[src/rtl/crypto_pkg.sv]
// Shared types and pure functions for the multi-channel byte cipher.
package crypto_pkg;

    localparam int CFG_W = 32;

    typedef enum logic {
        MODE_ENC = 1'b0,
        MODE_DEC = 1'b1
    } mode_e;

    typedef struct packed {
        logic [7:0] k1;
        logic [7:0] k2;
        logic [7:0] k3;
        logic       shift_en;
        logic [2:0] rot_freq;
        logic [2:0] shift_amt;
        logic       mode;
    } cfg_t;

    typedef struct packed {
        logic [1:0] idx;
        logic [2:0] cnt;
    } key_st_t;

    function automatic logic [7:0] rotl8(input logic [7:0] d, input logic [2:0] s);
        logic [15:0] t;
        t = {d, d} << s;
        return t[15:8];
    endfunction

    function automatic logic [7:0] rotr8(input logic [7:0] d, input logic [2:0] s);
        logic [15:0] t;
        t = {d, d} >> s;
        return t[7:0];
    endfunction

    function automatic logic [7:0] key_sel(input cfg_t cfg, input logic [1:0] idx);
        logic [7:0] k;
        case (idx)
            2'd0:    k = cfg.k1;
            2'd1:    k = cfg.k2;
            default: k = cfg.k3;
        endcase
        return k;
    endfunction

    function automatic logic [7:0] cipher_byte(input logic [7:0] din, input logic [7:0] key,
                                               input cfg_t cfg);
        logic [7:0] t;
        if (cfg.mode == MODE_DEC) begin
            t = cfg.shift_en ? rotr8(din, cfg.shift_amt) : din;
            return t ^ key;
        end
        t = din ^ key;
        return cfg.shift_en ? rotl8(t, cfg.shift_amt) : t;
    endfunction

    // Key index walks 0,1,2 after rot_freq+1 bytes on the current key.
    function automatic key_st_t key_next(input key_st_t st, input logic [2:0] rot_freq);
        key_st_t n;
        n = st;
        if (st.cnt == rot_freq) begin
            n.cnt = 3'd0;
            n.idx = (st.idx == 2'd2) ? 2'd0 : 2'(st.idx + 2'd1);
        end else begin
            n.cnt = 3'(st.cnt + 3'd1);
        end
        return n;
    endfunction

endpackage

[src/rtl/crypto_stream_engine_fifo.sv]
// sync_fifo: generic single-clock FIFO, pointers wrap modulo DEPTH.
// Latency: write visible at head one cycle after push; push+pop same cycle legal.
// Backpressure: push ignored when full, pop ignored when empty; caller gates on count.
module sync_fifo #(
    parameter int WIDTH = 8,
    parameter int DEPTH = 4
) (
    input  logic                       clk,
    input  logic                       rst_n,
    input  logic                       push_i,
    input  logic                       pop_i,
    input  logic [WIDTH-1:0]           wr_dat_i,
    output logic [WIDTH-1:0]           rd_dat_o,
    output logic [$clog2(DEPTH+1)-1:0] count_o,
    output logic                       full_o,
    output logic                       empty_o
);
    localparam int PTR_W = (DEPTH > 1) ? $clog2(DEPTH) : 1;
    localparam int CNT_W = $clog2(DEPTH + 1);

    logic [WIDTH-1:0] mem [DEPTH];
    logic [PTR_W-1:0] wr_ptr_q, wr_ptr_d, rd_ptr_q, rd_ptr_d;
    logic [CNT_W-1:0] count_q, count_d;
    logic             do_push, do_pop;

    assign full_o   = (count_q == CNT_W'(DEPTH));
    assign empty_o  = (count_q == '0);
    assign count_o  = count_q;
    assign rd_dat_o = mem[rd_ptr_q];
    assign do_push  = push_i && !full_o;
    assign do_pop   = pop_i && !empty_o;

    always_comb begin
        wr_ptr_d = wr_ptr_q;
        rd_ptr_d = rd_ptr_q;
        count_d  = count_q;
        if (do_push) begin
            wr_ptr_d = (wr_ptr_q == PTR_W'(DEPTH - 1)) ? '0 : PTR_W'(wr_ptr_q + 1'b1);
        end
        if (do_pop) begin
            rd_ptr_d = (rd_ptr_q == PTR_W'(DEPTH - 1)) ? '0 : PTR_W'(rd_ptr_q + 1'b1);
        end
        if (do_push && !do_pop) begin
            count_d = CNT_W'(count_q + 1'b1);
        end else if (do_pop && !do_push) begin
            count_d = CNT_W'(count_q - 1'b1);
        end
    end

    always_ff @(posedge clk or negedge rst_n) begin
        if (!rst_n) begin
            wr_ptr_q <= '0;
            rd_ptr_q <= '0;
            count_q  <= '0;
        end else begin
            wr_ptr_q <= wr_ptr_d;
            rd_ptr_q <= rd_ptr_d;
            count_q  <= count_d;
        end
    end

    always_ff @(posedge clk) begin
        if (do_push) begin
            mem[wr_ptr_q] <= wr_dat_i;
        end
    end

endmodule

[src/rtl/crypto_stream_engine.sv]
// Multi-channel XOR/rotate byte cipher with per-channel keys and key rotation.
// Latency: 2 cycles accept-to-out_valid (cipher register, then FIFO write).
// Backpressure: in_ready from registered FIFO count + pipe occupancy only.
module crypto_stream_engine
    import crypto_pkg::*;
#(
    parameter int NUM_CH = 4,
    parameter int DEPTH  = 4,
    parameter int CH_W   = (NUM_CH > 1) ? $clog2(NUM_CH) : 1
) (
    input  logic            clk,
    input  logic            rst,
    input  logic            cfg_wen,
    input  logic [CH_W-1:0] cfg_ch,
    input  logic [31:0]     cfg_data_in,
    input  logic            in_valid,
    output logic            in_ready,
    input  logic [CH_W-1:0] in_ch,
    input  logic [7:0]      in_data,
    output logic            out_valid,
    input  logic            out_ready,
    output logic [CH_W-1:0] out_ch,
    output logic [7:0]      out_data,
    output logic            ch_err
);
    localparam int IDX_W = (NUM_CH > 1) ? $clog2(NUM_CH) : 1;
    localparam int CNT_W = $clog2(DEPTH + 1);
    localparam int FW    = 8 + CH_W;

    cfg_t            cfg_q [NUM_CH];
    cfg_t            cfg_d [NUM_CH];
    key_st_t         ks_q  [NUM_CH];
    key_st_t         ks_d  [NUM_CH];
    logic            pipe_v_q, pipe_v_d;
    logic [CH_W-1:0] pipe_ch_q, pipe_ch_d;
    logic [7:0]      pipe_data_q, pipe_data_d;
    logic            ch_err_q, ch_err_d;

    logic [IDX_W-1:0] in_idx, cfg_idx;
    logic             in_ch_ok, cfg_ch_ok, accept;
    cfg_t             cur_cfg;
    key_st_t          cur_ks;
    logic [7:0]       cur_key, cur_dout;

    logic [FW-1:0]    fifo_rd_dat;
    logic [CNT_W-1:0] fifo_count;
    logic             fifo_full, fifo_empty, fifo_pop;
    logic [CNT_W:0]   occ;

    assign in_idx    = in_ch[IDX_W-1:0];
    assign cfg_idx   = cfg_ch[IDX_W-1:0];
    assign in_ch_ok  = ({1'b0, in_ch} < (CH_W + 1)'(NUM_CH));
    assign cfg_ch_ok = ({1'b0, cfg_ch} < (CH_W + 1)'(NUM_CH));

    // Pipe slot counts as occupied so the FIFO can absorb it even if the consumer stalls.
    assign occ      = {1'b0, fifo_count} + {{CNT_W{1'b0}}, pipe_v_q};
    assign in_ready = (occ < (CNT_W + 1)'(DEPTH));
    assign accept   = in_valid && in_ready;

    assign cur_cfg  = cfg_q[in_idx];
    assign cur_ks   = ks_q[in_idx];
    assign cur_key  = key_sel(cur_cfg, cur_ks.idx);
    assign cur_dout = cipher_byte(in_data, cur_key, cur_cfg);

    always_comb begin
        cfg_d       = cfg_q;
        ks_d        = ks_q;
        pipe_v_d    = accept && in_ch_ok;
        pipe_ch_d   = pipe_ch_q;
        pipe_data_d = pipe_data_q;
        ch_err_d    = ch_err_q || (accept && !in_ch_ok);
        if (accept && in_ch_ok) begin
            ks_d[in_idx] = key_next(cur_ks, cur_cfg.rot_freq);
            pipe_ch_d    = in_ch;
            pipe_data_d  = cur_dout;
        end
        // A config write lands after the byte update so it wins on a same-channel collision.
        if (cfg_wen && cfg_ch_ok) begin
            cfg_d[cfg_idx] = cfg_t'(cfg_data_in);
            ks_d[cfg_idx]  = '0;
        end
    end

    always_ff @(posedge clk or negedge rst) begin
        if (!rst) begin
            for (int i = 0; i < NUM_CH; i++) begin
                cfg_q[i] <= '0;
                ks_q[i]  <= '0;
            end
            pipe_v_q    <= 1'b0;
            pipe_ch_q   <= '0;
            pipe_data_q <= '0;
            ch_err_q    <= 1'b0;
        end else begin
            cfg_q       <= cfg_d;
            ks_q        <= ks_d;
            pipe_v_q    <= pipe_v_d;
            pipe_ch_q   <= pipe_ch_d;
            pipe_data_q <= pipe_data_d;
            ch_err_q    <= ch_err_d;
        end
    end

    assign fifo_pop = out_valid && out_ready;

    sync_fifo #(
        .WIDTH (FW),
        .DEPTH (DEPTH)
    ) u_fifo (
        .clk      (clk),
        .rst_n    (rst),
        .push_i   (pipe_v_q),
        .pop_i    (fifo_pop),
        .wr_dat_i ({pipe_ch_q, pipe_data_q}),
        .rd_dat_o (fifo_rd_dat),
        .count_o  (fifo_count),
        .full_o   (fifo_full),
        .empty_o  (fifo_empty)
    );

    // Storage is not reset, so the head is masked while empty.
    assign out_valid = !fifo_empty;
    assign out_ch    = fifo_empty ? '0 : fifo_rd_dat[FW-1:8];
    assign out_data  = fifo_empty ? 8'h00 : fifo_rd_dat[7:0];
    assign ch_err    = ch_err_q;

endmodule

[config.mk]
export PLATFORM = sky130hd
export DESIGN_NAME = crypto_stream_engine
export DESIGN_NICKNAME = d
export VERILOG_FILES = /design/src/rtl/crypto_pkg.sv /design/src/rtl/crypto_stream_engine_fifo.sv /design/src/rtl/crypto_stream_engine.sv
export SDC_FILE = /design/constraint.sdc
export NUM_CORES = 1
export LEC_CHECK = 0
export BUFFER_PORTS_ARGS = -buffer_cell sky130_fd_sc_hd__buf_2
export CAP_MARGIN = 5
export CORE_MARGIN = 8
export CORE_UTILIZATION = 50
export DETAILED_ROUTE_END_ITERATION = 6
export PLACE_DENSITY_LB_ADDON = 0.15
export SYNTH_ARGS = -nofsm -noshare
export SYNTH_HDL_FRONTEND = slang
export SYNTH_SLANG_ARGS = --single-unit
[constraint.sdc]
create_clock -name clk -period 4.8 [get_ports clk]
set_clock_uncertainty 0.15 [all_clocks]
set_input_delay 0.72 -clock clk [delete_from_list [all_inputs] [get_ports clk]]
set_output_delay 0.72 -clock clk [all_outputs]
set_load 0.01 [all_outputs]
# --- Word level (Yosys, flattened, before mapping) ---
# Memory sizes are Yosys's and may differ from the RTL's.
# Cells that the tools add are included.
totals:
  inputBits: 49
  ram_bits: 40
  out_inout_bits: 13
  wordCells: 119
  mem_count: 1
  ff_bits: 166
classes:
  magnitude_cmp: 5
  add_sub_neg: 7
  reduce_logical: 15
  eq_ne: 6
  n_bitwise: 6
  n_shift: 2
  n_mux: 35
memory_table:
  columns: ["memory", "depth", "width", "rd", "rd_ports_with_merged_regs", "write_ports", "line_no", "source"]
  rows:
  - ["u_fifo.mem", 4, 10, 1, 0, 1, "crypto_stream_engine_fifo.sv:21", "logic [WIDTH-1:0] mem [DEPTH];"]
op_table:
  columns: ["operator", "n"]
  rows:
  - ["$bwmux 128", 1]
  - ["$mux 32", 3]
  - ["$bmux 32 s2", 1]
  - ["$demux 32 s2", 1]
  - ["$mux 20", 2]
  - ["$mux 8", 5]
  - ["$and 20x20->20", 1]
  - ["$bwmux 20", 1]
  - ["$demux 5 s2", 2]
  - ["$mux 5", 4]
  - ["$not 20->20", 1]
  - ["$pmux 8 s2", 1]
  - ["$shl 16x3->16", 1]
  - ["$shr 16x3->8", 1]
  - ["$xor 8x8->8", 2]
  - ["$mux 2", 6]
  - ["$mux 3", 4]
  - ["$bmux 5 s2", 1]
  - ["$logic_and 1x1->1", 8]
  - ["$add 2x1->2 const B", 3]
  - ["$add 3x1->3 const B", 2]
  - ["$eq 2x2->1 const B", 3]
  - ["$ge 3x3->1 const B", 2]
  - ["$lt 3x1->1 const B", 2]
  - ["12 further kinds", 18]

# --- Logic depth before layout (Yosys ltp) ---
logic_depth:
  ltp_word: 12
  depth_mapped: 11
  ltp_nobuf: 8

# --- Hierarchy ---
# Synthesis repeated with hierarchy kept, for this count alone.
hier_totals:
  hier_cells: 775
  hier_area_um2: 10326.2
by_module_without_submodules:
  columns: ["mod", "area_per_inst_um2", "instances", "seq_area_each_um2", "cells_per_inst"]
  rows:
  - ["crypto_stream_engine", 8430.6, 1, 3978.8, 686]
  - ["sync_fifo", 1895.6, 1, 1376.3, 89]

# --- Worst setup path after synthesis ---
# OpenSTA, ideal clock, no wires.
synth_timing:
  kind: "input port to flip-flop"
  from: "input in_ch[0]"
  to: "register pipe_data_q[4]"
  setup_ps: 104
  n_path_buf: 2
  slack_ps: 1707
  t_arrival_ps: 2839
  stages: 9
  required_ps: 4546
  cell_sequence: "buf_6 > mux4_2 > buf_6 > mux2_4 > mux2i_4 > xnor2_2 > mux2i_1 > mux2_2 > a221oi_1"
synth_between:
  elab_chain_len: 10
  word_cells_on_any_way: 19
  classes_between: "eq/ne: 1; shift: 2; mux: 12; bitwise: 3; reduce/logical: 1"
synth_lines:
  columns: ["element", "line_no", "source"]
  rows:
  - ["start: declaration", "crypto_stream_engine.sv:18", "input logic [CH_W-1:0] in_ch,"]
  - ["$not 2->3 (not written as such) *", "crypto_stream_engine.sv:60, crypto_stream_engine.sv:61", null]
  - ["$bmux 5 s2", "crypto_stream_engine.sv:61", "assign cur_ks = ks_q[in_idx];"]
  - ["$mux 5 (not written as such) (2 in a row)", "crypto_stream_engine.sv:61", null]
  - ["$eq 2x1->1 or $logic_not 2->1 (tied branches)", "crypto_pkg.sv:40", "case (idx)"]
  - ["$pmux 8 s2", "crypto_pkg.sv:40", null]
  - ["$xor 8x8->8", "crypto_pkg.sv:55", "t = din ^ key;"]
  - ["$shl 16x3->16", "crypto_pkg.sv:28", "t = {d, d} << s;"]
  - ["$mux 8", "crypto_pkg.sv:56", "return cfg.shift_en ? rotl8(t, cfg.shift_amt) : t;"]
  - ["$mux 8 *", "crypto_pkg.sv:55", null]
  - ["end signal: assignment", "crypto_stream_engine.sv:99", "pipe_data_q <= pipe_data_d;"]
  - ["end: declaration", "crypto_stream_engine.sv:36", "logic [7:0] pipe_data_q, pipe_data_d;"]
# Every way passes the cells marked *; elsewhere a longest branch is shown, timed or not. The select of a mux whose other input is x is not followed.
# A chain may end at the register's enable or synchronous reset.

# --- Worst setup path after layout ---
layout_timing:
  from: "input in_ch[0]"
  to: "register pipe_data_q[7]"
# The elaborated chain is that of the path after synthesis.

==> reports/metrics.csv <==
metric;value;unit
ys_warn_count;0;
wirelength;23.0;mm
grt_use_met2;31.2;%
period_minus_slack;3470;ps
rsz0062_at_grt;false;
power_density;534;nW/um^2
crit_chain;buf_2 -> buf_4 -> mux4_2 -> mux2i_1 -> mux4_2 -> xor2_1 -> a221oi_1 -> o211a_1;
cp.required;5090;ps
initialDrtViolationCount;257;
track_usage;18.2;%
utilization;57.0;%
grt_pass1_wl;37.6;mm
antenna_cells;0;
cts_tree;done;
outcome;finished clean;
root_buffer;clkbuf_16;
vias;6321;
drive_gt1_share;31.3;%
fp.dieW;160;um
fp.coreArea;20200;um^2
power.leakage;4.92;nW
crit_top_cell;mux4_2;
die-area;25500;um^2
grt_pass1_vias;6940;
h-tree-depth;1;
slowest_stage;mux4_2;
grt_start_max_net_pins;111;
dp.cells;1064;
ir_drop;272;uV
io_pins;62;
netlist_area;10300;um^2
slew_headroom;25.4;%
synth_area_leaders;dfrtp_1, edfxtp_1, mux2_2, mux4_2, mux2i_1;
start_util;51.0;%
clock_latency;510;ps
stdcell_count;1105;
synth.distinct_cells;56;
first_pass_iters;5;
worst-slew-pin-transition;1110;ps
worstPathArrival;3760;ps
routedWlPerCell;20.8;um
gp_congestion;0.883;
async_reset_ff_share;80.6;%
holdBufCountCts;0;
remaining_drc_errors;0;
synth_seq_cells;206;
clk_pin_slew;60;ps
setup-tns-final;0;ps
slowest_delay;780;ps
r2r_setup_slack;1790;ps
yosysSeqAreaShare;51.9;%
max_freq;288;MHz
end_kind;register;
clock-sinks;206;
layout_common_cells;dfrtp_1, nand2_1, mux2_2;
yosys.area.top_type;dfrtp_1;
drv_cap;0;
layout.nets;876;
finalHoldViolations;0;
fin_crit_sh;72.4;%
synth_edf_count;40;
clk_path_buf_depth;3;
worstPathBufferInverterCount;2;
final_max_slew_viol_count;0;
ant_nets;0;
final_common_cell;dfrtp_1;
use_met3;3.24;%
viasPerCell;5.72;
setup.worst_path.start_class;primary input;
syn-instance-count;774;
hp-class;primary input to asynchronous set/reset pin;
die_h;160;um
io_buffer_count;60;
cpLargestDelayFamily;multiplexers;
path_class;primary input to register;
cts_setup_buffers;0;
syn-num-nets;831;
areaGrowthSynthToFinish;11.8;%
overflow;0;
postCtsResizedCells;0;
dp_hpwl;15.6;mm
synth_ff_type;dfrtp_1;
critical_path.max_fanout;22;
gr-max-usage-layer;met2;
yosysTopAreaCellShare;40.3;%
antenna_found_initial;1;
grt_util_met1;22.6;%
avgSynthCellArea;13.3;um^2
cts_buffers;23;
rows;52;
setup_viol;0;
==> report_power, final <==
| part | total (W) | switching [W] | leakage [nW] | internal (W) |
|---|---|---|---|---|
| clock | 0.00178 | 0.000686 | 0.373 | 0.00109 |
| sequential | 0.00250 | 0.000274 | 2.37 | 0.00222 |
| combinational | 0.00189 | 0.000963 | 2.17 | 0.000925 |
| total | 0.00616 | 0.00192 | 4.92 | 0.00424 |
==> path summary, 6_finish.rpt <==
| check | start | depth (start not counted) | end |
|---|---|---|---|
| setup / recovery | in_ch[0] | 8 | pipe_data_q[7] |
| hold / removal | rst | 1 | cfg_q[7] |
| setup reg to reg | u_fifo.count_o[0] | 7 | ks_q[5] |
| hold reg to reg | cfg_q[90] | 2 | cfg_q[90] |
| max in group asynchronous | rst | 2 | cfg_q[127] |
| min in group clk | cfg_data_in[4] | 3 | cfg_q[68] |
==> metrics by stage <==
stage	power, W	setup slack [ps]	cell area, um^2	hold WS (ps)
finish	0.00616	1330	11500	188
floorplan	0.00392	1710	10300	274
global placement	0.00435	731	10800	299
CTS	0.00623	1300	11500	234
global route	0.00651	1070	11500	276
detailed placement	0.00444	775	10800	310
==> flip-flops by register name, indices dropped and copies added, names as in the netlist <==
name             count
cfg_q              128
ks_q                20
pipe_ch_q            2
pipe_data_q          8
pipe_v_q             1
u_fifo.count_o       3
u_fifo.mem          40
u_fifo.rd_ptr_q      2
u_fifo.wr_ptr_q      2
==> per-layer routing <==
layer	part of all wire, %	vias up
li1	-	2892
met2	49	128
met3	4.0	48
met4	3.5	2
met1	43	3251
met5	0.052	-
==> synthesized netlist by cell type (3+ instances only) <==
master / number
dfrtp_1: 166
nand2_1: 115
mux2_2: 104
mux2i_1: 57
nor2_1: 43
edfxtp_1: 40
mux4_2: 37
clkbuf_1: 29
xor2_1: 19
and2_1: 15
mux4_1: 12
xnor2_1: 12
a211oi_1: 11
buf_2: 8
nor3_1: 8
ha_1: 7
inv_1: 7
o211ai_1: 7
a21oi_1: 5
a221oi_1: 5
buf_6: 5
o21ai_0: 5
nor3b_1: 4
a21o_1: 3
and3_1: 3
buf_4: 3
mux2i_2: 3
nor2b_1: 3
==> final cells by class <==
class / instances / area (um^2)
clock inverters: 9 / 129
well taps: 270 / 338
clock buffers: 32 / 639
repair buffers: 70 / 382
inverters: 7 / 26.3
fillers: 1629 / 8700
flip-flops and latches: 206 / 5360
multi-input cells: 511 / 4670
==> cells by family (layout without fill, tap and decap cells) <==
family / after synthesis / after routing / share of synthesized area [%]
muxes: 217 / 217 / 29.1
buffers and inverters: 57 / 118 / 2.92
AOI/OAI and AO/OA: 49 / 49 / 3.51
xor gates and xnor gates: 32 / 32 / 2.79
and+or+nand+nor: 204 / 204 / 8.65
DFF: 206 / 206 / 51.9
adders and majority gates: 8 / 8 / 1.04
other: 1 / 1 / 0.0364
Power figures use the tool's default switching activity.
